<file path="src/rtl/bbox_pkg.sv">
// Shared definitions for the bounding-box encode and decode path.
// Fixed-point shift, encoder state encoding and quotient saturation value.
package bbox_pkg;

  localparam int FRAC_DEF = 10;

  typedef enum logic [1:0] {
    IDLE  = 2'd0,
    DIV_W = 2'd1,
    DIV_H = 2'd2,
    DONE  = 2'd3
  } state_t;

  // All-ones value of an n-bit field (n <= 63).
  function automatic logic [63:0] sat_value(input int unsigned n);
    return (64'd1 << n) - 64'd1;
  endfunction

endpackage

</file>
<file path="src/rtl/bbox_div_serial.sv">
// Restoring serial divider: one quotient bit per cycle, MSB first, floor result.
// Start edge performs the first iteration; done pulses the cycle after the last of N+FRAC iterations.
module bbox_div_serial import bbox_pkg::*; #(
  parameter int N    = 16,
  parameter int FRAC = FRAC_DEF
) (
  input  logic                clk,
  input  logic                rst_n,
  input  logic                start,
  input  logic [N+FRAC-1:0]   dividend,
  input  logic [N-1:0]        divisor,
  output logic                busy,
  output logic                done,
  output logic [N+FRAC-1:0]   quotient,
  output logic                div0
);

  localparam int W  = N + FRAC;
  localparam int CW = $clog2(W + 1);

  logic [W-1:0]  dvd_q, quo_q;
  logic [N-1:0]  dsr_q, rem_q;
  logic [CW-1:0] cnt_q;
  logic          done_q, div0_q;

  logic [W-1:0]  src_dvd, src_quo;
  logic [N-1:0]  src_dsr, src_rem;
  logic [N:0]    trial, diff;
  logic          qbit;

  // Start merges the operand load with the first iteration.
  always_comb begin
    src_dvd = start ? dividend : dvd_q;
    src_dsr = start ? divisor  : dsr_q;
    src_rem = start ? '0       : rem_q;
    src_quo = start ? '0       : quo_q;
    trial   = {src_rem, src_dvd[W-1]};
    diff    = trial;
    qbit    = 1'b0;
    if (trial >= {1'b0, src_dsr}) begin
      diff = trial - {1'b0, src_dsr};
      qbit = 1'b1;
    end
  end

  always_ff @(posedge clk or negedge rst_n) begin
    if (!rst_n) begin
      dvd_q  <= '0;
      quo_q  <= '0;
      dsr_q  <= '0;
      rem_q  <= '0;
      cnt_q  <= '0;
      done_q <= 1'b0;
      div0_q <= 1'b0;
    end else begin
      done_q <= 1'b0;
      if (start || cnt_q != '0) begin
        dvd_q <= {src_dvd[W-2:0], 1'b0};
        dsr_q <= src_dsr;
        rem_q <= diff[N-1:0];
        quo_q <= {src_quo[W-2:0], qbit};
        if (start) begin
          cnt_q  <= CW'(W - 1);
          div0_q <= (divisor == '0);
        end else begin
          cnt_q <= cnt_q - CW'(1);
          if (cnt_q == CW'(1)) done_q <= 1'b1;
        end
      end
    end
  end

  assign busy     = (cnt_q != '0);
  assign done     = done_q;
  assign quotient = quo_q;
  assign div0     = div0_q;

endmodule

</file>
<file path="src/rtl/bbox_encoder.sv">
// Encodes a box into (tx, ty, tw, th); tw/th via one shared serial divider used twice.
// Result valid 1+2*(N+FRAC) edges after capture; held in DONE until out_ready, no input overlap.
module bbox_encoder import bbox_pkg::*; #(
  parameter int N    = 16,
  parameter int FRAC = FRAC_DEF
) (
  input  logic         clk,
  input  logic         rst_n,
  input  logic         in_valid,
  output logic         in_ready,
  input  logic [N-1:0] bx,
  input  logic [N-1:0] by,
  input  logic [N-1:0] bw,
  input  logic [N-1:0] bh,
  input  logic [N-1:0] anchor_w,
  input  logic [N-1:0] anchor_h,
  input  logic [N-1:0] cx,
  input  logic [N-1:0] cy,
  output logic         out_valid,
  input  logic         out_ready,
  output logic [N-1:0] tx,
  output logic [N-1:0] ty,
  output logic [N-1:0] tw,
  output logic [N-1:0] th,
  output logic         div_err,
  output logic         sat
);

  localparam int W = N + FRAC;
  localparam logic [N-1:0] SAT = N'(sat_value(N));

  state_t       state;
  logic [N-1:0] bw_q, bh_q, aw_q, ah_q;
  logic         kick;

  logic         div_start, div_busy, div_done, div_zero;
  logic [W-1:0] div_dividend, div_quo;
  logic [N-1:0] div_divisor;

  logic [N-1:0] res;
  logic         res_err, res_sat;

  // Width division launches from the capture kick; height launches on width completion.
  assign div_start    = (kick && !div_busy) || (state == DIV_W && div_done);
  assign div_dividend = kick ? {bw_q, {FRAC{1'b0}}} : {bh_q, {FRAC{1'b0}}};
  assign div_divisor  = kick ? aw_q : ah_q;

  bbox_div_serial #(.N(N), .FRAC(FRAC)) u_div (
    .clk      (clk),
    .rst_n    (rst_n),
    .start    (div_start),
    .dividend (div_dividend),
    .divisor  (div_divisor),
    .busy     (div_busy),
    .done     (div_done),
    .quotient (div_quo),
    .div0     (div_zero)
  );

  // A zero divisor takes precedence and never reports saturation.
  always_comb begin
    res     = div_quo[N-1:0];
    res_err = 1'b0;
    res_sat = 1'b0;
    if (div_zero) begin
      res     = SAT;
      res_err = 1'b1;
    end else if (|div_quo[W-1:N]) begin
      res     = SAT;
      res_sat = 1'b1;
    end
  end

  always_ff @(posedge clk or negedge rst_n) begin
    if (!rst_n) begin
      state     <= IDLE;
      in_ready  <= 1'b1;
      out_valid <= 1'b0;
      kick      <= 1'b0;
      bw_q      <= '0;
      bh_q      <= '0;
      aw_q      <= '0;
      ah_q      <= '0;
      tx        <= '0;
      ty        <= '0;
      tw        <= '0;
      th        <= '0;
      div_err   <= 1'b0;
      sat       <= 1'b0;
    end else begin
      kick <= 1'b0;
      case (state)
        IDLE: if (in_valid) begin
          bw_q     <= bw;
          bh_q     <= bh;
          aw_q     <= anchor_w;
          ah_q     <= anchor_h;
          tx       <= bx - cx;
          ty       <= by - cy;
          div_err  <= 1'b0;
          sat      <= 1'b0;
          kick     <= 1'b1;
          in_ready <= 1'b0;
          state    <= DIV_W;
        end
        DIV_W: if (div_done) begin
          tw      <= res;
          div_err <= div_err | res_err;
          sat     <= sat | res_sat;
          state   <= DIV_H;
        end
        DIV_H: if (div_done) begin
          th        <= res;
          div_err   <= div_err | res_err;
          sat       <= sat | res_sat;
          out_valid <= 1'b1;
          state     <= DONE;
        end
        DONE: if (out_ready) begin
          out_valid <= 1'b0;
          in_ready  <= 1'b1;
          state     <= IDLE;
        end
        default: state <= IDLE;
      endcase
    end
  end

endmodule

</file>
<file path="config.mk">
export PLATFORM = sky130hd
export DESIGN_NAME = bbox_encoder
export DESIGN_NICKNAME = d
export VERILOG_FILES = /design/src/rtl/bbox_pkg.sv /design/src/rtl/bbox_div_serial.sv /design/src/rtl/bbox_encoder.sv
export SDC_FILE = /design/constraint.sdc
export NUM_CORES = 1
export LEC_CHECK = 0
export ABC_AREA = 1
export BUFFER_PORTS_ARGS = -buffer_cell sky130_fd_sc_hd__buf_2
export CORE_MARGIN = 1.5
export CORE_UTILIZATION = 55
export DETAILED_ROUTE_END_ITERATION = 8
export PLACE_DENSITY = 0.78
export SLEW_MARGIN = 15
export SYNTH_ARGS = -nofsm -noshare
export SYNTH_HDL_FRONTEND = slang
export SYNTH_SLANG_ARGS = --single-unit
</file>
<file path="constraint.sdc">
create_clock -name clk -period 3.9 [get_ports clk]
set_input_delay 0.78 -clock clk [delete_from_list [all_inputs] [get_ports clk]]
set_output_delay 0.78 -clock clk [all_outputs]
set_load 0.03 [all_outputs]
</file>
==> summary.md <==
• sky130_fd_sc_hd__dfrtp_1 — flip-flop cell with the highest count after synthesis
• flip-flop to flip-flop — critical path start-end classification
• 49.9 mm — global-route wire length before repair
• 12,900 um^2 — placed standard-cell area
• 0 ns — setup tns final
• 0 — max-cap viol count
• false — setup repair after global routing missed its margin
• 1,859 — number of nets in the finished design
• 24 — Num CTS Buffers
• 215 — number of flip-flops and latches in the synthesized netlist
• 5380 um^2 — flip-flop and latch area
• 0.00759 uW — leakage dissipation
• 1,491 — Syn Inst Count
• 35 — largest fanout of any net on the critical path
• 0.958 — placer's final routability congestion estimate
• 20,900 um^2 — core outline area
• 46.3% — share of synthesized area occupied by flip-flops and latches
• 21.5 mm — dpl hpwl
• 1,679 — nets in the synthesized netlist
• 3.40 ns — minimum period implied by the final worst setup slack
• 5.38 — number of vias per cell
• 10,600 — total number of vias
• 0 — count of warnings emitted by yosys
• 148 um — die boundary height
• 11,600 um^2 — post-synthesis instance area
• 55.7% — starting utilization of the core area
• 17.7% — share of post-route cells with drive strength above 1
• flip-flop — category of the worst setup path capture point
• 1,811 — count of filler cells inserted in the layout
• 5420 um^2 — area of the multi-input gates
• 46 — Distinct cells, synth
• 148 um — width of the die
• 0.0145 ns — clock tree skew after final layout
• 0 — remaining design rule violation count
• 0.50 ns — Worst R2R Setup Slack
• 7.80 um^2 — syn avg cell area
• 34.9% — headroom to the max-slew limit
• u_div.cnt_q[0] — startpoint of the worst-slack reg-to-reg timing path
• 53 — Std-Cell Rows
• input port to async pin — worst hold path class
• 0 — post-detailed-route count of antenna-violating nets
• 13,800 um^2 — final design instance area without fill
• 5 — first-pass iteration count of the detailed router
• 0 — CTS hold repair buffers
• 100% — FFs w/ async S/R, synth
• 15.3 um — DR WL/cell
• 0 — hold violation count in the final report
• 215 — clock net sink count
• sky130_fd_sc_hd__nand2_1 — commonest non-fill, non-tap cell in the layout
• 19.0% — post-synthesis to final-layout area growth
• 674 — first-iteration detailed-routing DRC count
• 3 — Longest Clk Path Bufs
• 18 — worst r2r path cells
• 10,300 — via count of the first global-routing pass
• 199 — count of buffers from port buffering
• finished clean — result of the run
• 0 — overflow left after global routing
• 2 — initial antenna violation count
• sky130_fd_sc_hd__clkbuf_16 — CTS Root Cell
• 913 nW/um^2 — Power per Cell Area
• 0 — number of flops mapped to enable cells by yosys
• 0.977 ns — actual transition at the worst max-transition pin
• 0 — postcts setup bufs
• 4.30 ns — Data required, critical path
• u_div.rem_q[10] — endpoint of the most critical register-to-register path
• 3.80 ns — Worst Path Arrival
• 490 uV — maximum VDD drop
• built — CTS tree
• 30.1 mm — total routed wirelength
• 0 — final number of max-transition violations
• 0.06 ns — clock transition at the register clock pins on the worst setup and hold paths after CTS
• flip-flop — type of element launching the critical path
• 27.8% — Global Route Usage Sum
• 22,000 um^2 — area enclosed by the die boundary
• sky130_fd_sc_hd__nand2_1, sky130_fd_sc_hd__dfrtp_1, sky130_fd_sc_hd__buf_2 — most used cells in the layout excluding fill and tap cells
• 1 — htree depth
• 0 — count of instances resized after the clock tree is built
• 87.2% — final period utilization
• 98 — pin count of the biggest net entering global routing
• 294 MHz — Max Clock Freq
• 0 — final setup fails
• 0.51 ns — clock latency on the worst-skew pair
• 200 — number of placed I/O pins
• 12,600 uW — overall power after layout
[synthesized netlist by cell type (8+ instances only)]
master / instances / share of area (%)
sky130_fd_sc_hd__nand3_1: 107 / 4.6
sky130_fd_sc_hd__clkbuf_1: 29 / 0.94
sky130_fd_sc_hd__nand2_1: 476 / 15
sky130_fd_sc_hd__a31oi_1: 38 / 2.0
sky130_fd_sc_hd__xnor2_1: 11 / 0.83
sky130_fd_sc_hd__o21ai_1: 24 / 1.0
sky130_fd_sc_hd__o31ai_1: 8 / 0.52
sky130_fd_sc_hd__nor2_1: 119 / 3.8
sky130_fd_sc_hd__nand4_1: 8 / 0.43
sky130_fd_sc_hd__a21oi_1: 52 / 2.2
sky130_fd_sc_hd__buf_2: 18 / 0.77
sky130_fd_sc_hd__or2_2: 14 / 0.75
sky130_fd_sc_hd__xor2_1: 12 / 0.90
sky130_fd_sc_hd__nor3_1: 9 / 0.39
sky130_fd_sc_hd__inv_1: 147 / 4.7
sky130_fd_sc_hd__ha_1: 53 / 5.7
sky130_fd_sc_hd__o21ai_0: 61 / 2.6
sky130_fd_sc_hd__buf_1: 8 / 0.26
sky130_fd_sc_hd__o311ai_1: 14 / 1.1
sky130_fd_sc_hd__dfrtp_1: 214 / 46
sky130_fd_sc_hd__a21o_1: 10 / 0.65
[cells by family after synthesis]
| family | after synthesis | share of synthesized area (%) |
|---|---|---|
| simple gates | 760 | 27.2 |
| compound gates | 224 | 11.3 |
| flops | 215 | 46.3 |
| buf+inv | 213 | 7.26 |
| fa+ha+maj | 56 | 6.22 |
| xor+xnor | 23 | 1.73 |
[power by group]
group | leakage (uW) | switching [uW] | total, uW | internal [uW]
clock network | 0.000473 | 944 | 2720 | 1780
logic | 0.00446 | 3990 | 6030 | 2040
registers | 0.00266 | 600 | 3890 | 3290
total | 0.00759 | 5530 | 12600 | 7110
[cell type report]
type	count	share of cell area (%)
Antenna cell	2	0.0362
Clock buffer	29	4.92
Clock inverter	15	2.12
Inverter	153	4.15
Multi-Input combinational cell	1063	39.2
Sequential cell	215	38.9
Tap cell	275	2.49
Timing Repair Buffer	214	8.26
[routing by layer]
| metal | share of wire, % | vias up | track usage, % |
|---|---|---|---|
| met3 | 6.4 | 75 | 4.20 |
| met4 | 3.2 | 0 | 9.26 |
| met5 | 0 | - | 0 |
| met1 | 44 | 4928 | 38.3 |
| met2 | 47 | 391 | 45.3 |
| li1 | - | 5180 | - |
[worst max-delay path, cell delays in order (launching register included)]
cell	delay (ns)
sky130_fd_sc_hd__dfrtp_1	0.38
sky130_fd_sc_hd__inv_1	0.13
sky130_fd_sc_hd__ha_1	0.20
sky130_fd_sc_hd__nand4_2	0.14
sky130_fd_sc_hd__nand2_2	0.10
sky130_fd_sc_hd__buf_4	0.35
sky130_fd_sc_hd__o21ai_0	0.19
sky130_fd_sc_hd__o21ai_0	0.19
sky130_fd_sc_hd__ha_1	0.35
sky130_fd_sc_hd__nand2_1	0.13
sky130_fd_sc_hd__nor2_1	0.05
sky130_fd_sc_hd__nand2_1	0.07
sky130_fd_sc_hd__o21ai_2	0.07
sky130_fd_sc_hd__nand2_1	0.06
sky130_fd_sc_hd__nand2_1	0.06
sky130_fd_sc_hd__nor2_2	0.48
sky130_fd_sc_hd__nand3_1	0.15
sky130_fd_sc_hd__nand3_1	0.12
sky130_fd_sc_hd__nand2_1	0.07
[registers in the layout, indices dropped and copies added (netlist names)]
signal	cells
u_div.quotient	26
ah_q	16
aw_q	16
bh_q	16
bw_q	16
th	16
tw	16
tx	16
ty	16
u_div.dsr_q	16
u_div.rem_q	16
u_div.dvd_q	15
u_div.cnt_q	5
state	2
div_err	1
in_ready	1
kick	1
out_valid	1
sat	1
u_div.div0	1
u_div.done	1
[worst max path at each step]
| stage | startpoint | end | slack [ns] |
|---|---|---|---|
| CTS | u_div.cnt_q[0] | u_div.rem_q[10] | 0.52 |
| global placement | u_div.cnt_q[0] | u_div.rem_q[3] | 0.65 |
| finish | u_div.cnt_q[0] | u_div.rem_q[10] | 0.50 |
| detailed placement | u_div.cnt_q[0] | u_div.rem_q[10] | 0.52 |
| global route | u_div.cnt_q[0] | u_div.rem_q[9] | 0.13 |
| floorplan | state[1] | u_div.rem_q[0] | 1.01 |
[stage by stage]
stage | hold WS, ns | setup WS (ns) | cells | utilization (%)
floorplan | 0.441 | 1.01 | 1491 | -
global placement | 0.457 | 0.652 | 1920 | 61.6
detailed placement | 0.461 | 0.518 | 1920 | 61.6
CTS | 0.290 | 0.525 | 1964 | 66.2
global route | 0.303 | 0.126 | 1966 | 66.3
finish | 0.255 | 0.500 | 1966 | 66.3
Note: power is estimated with default switching activity, not from simulation.
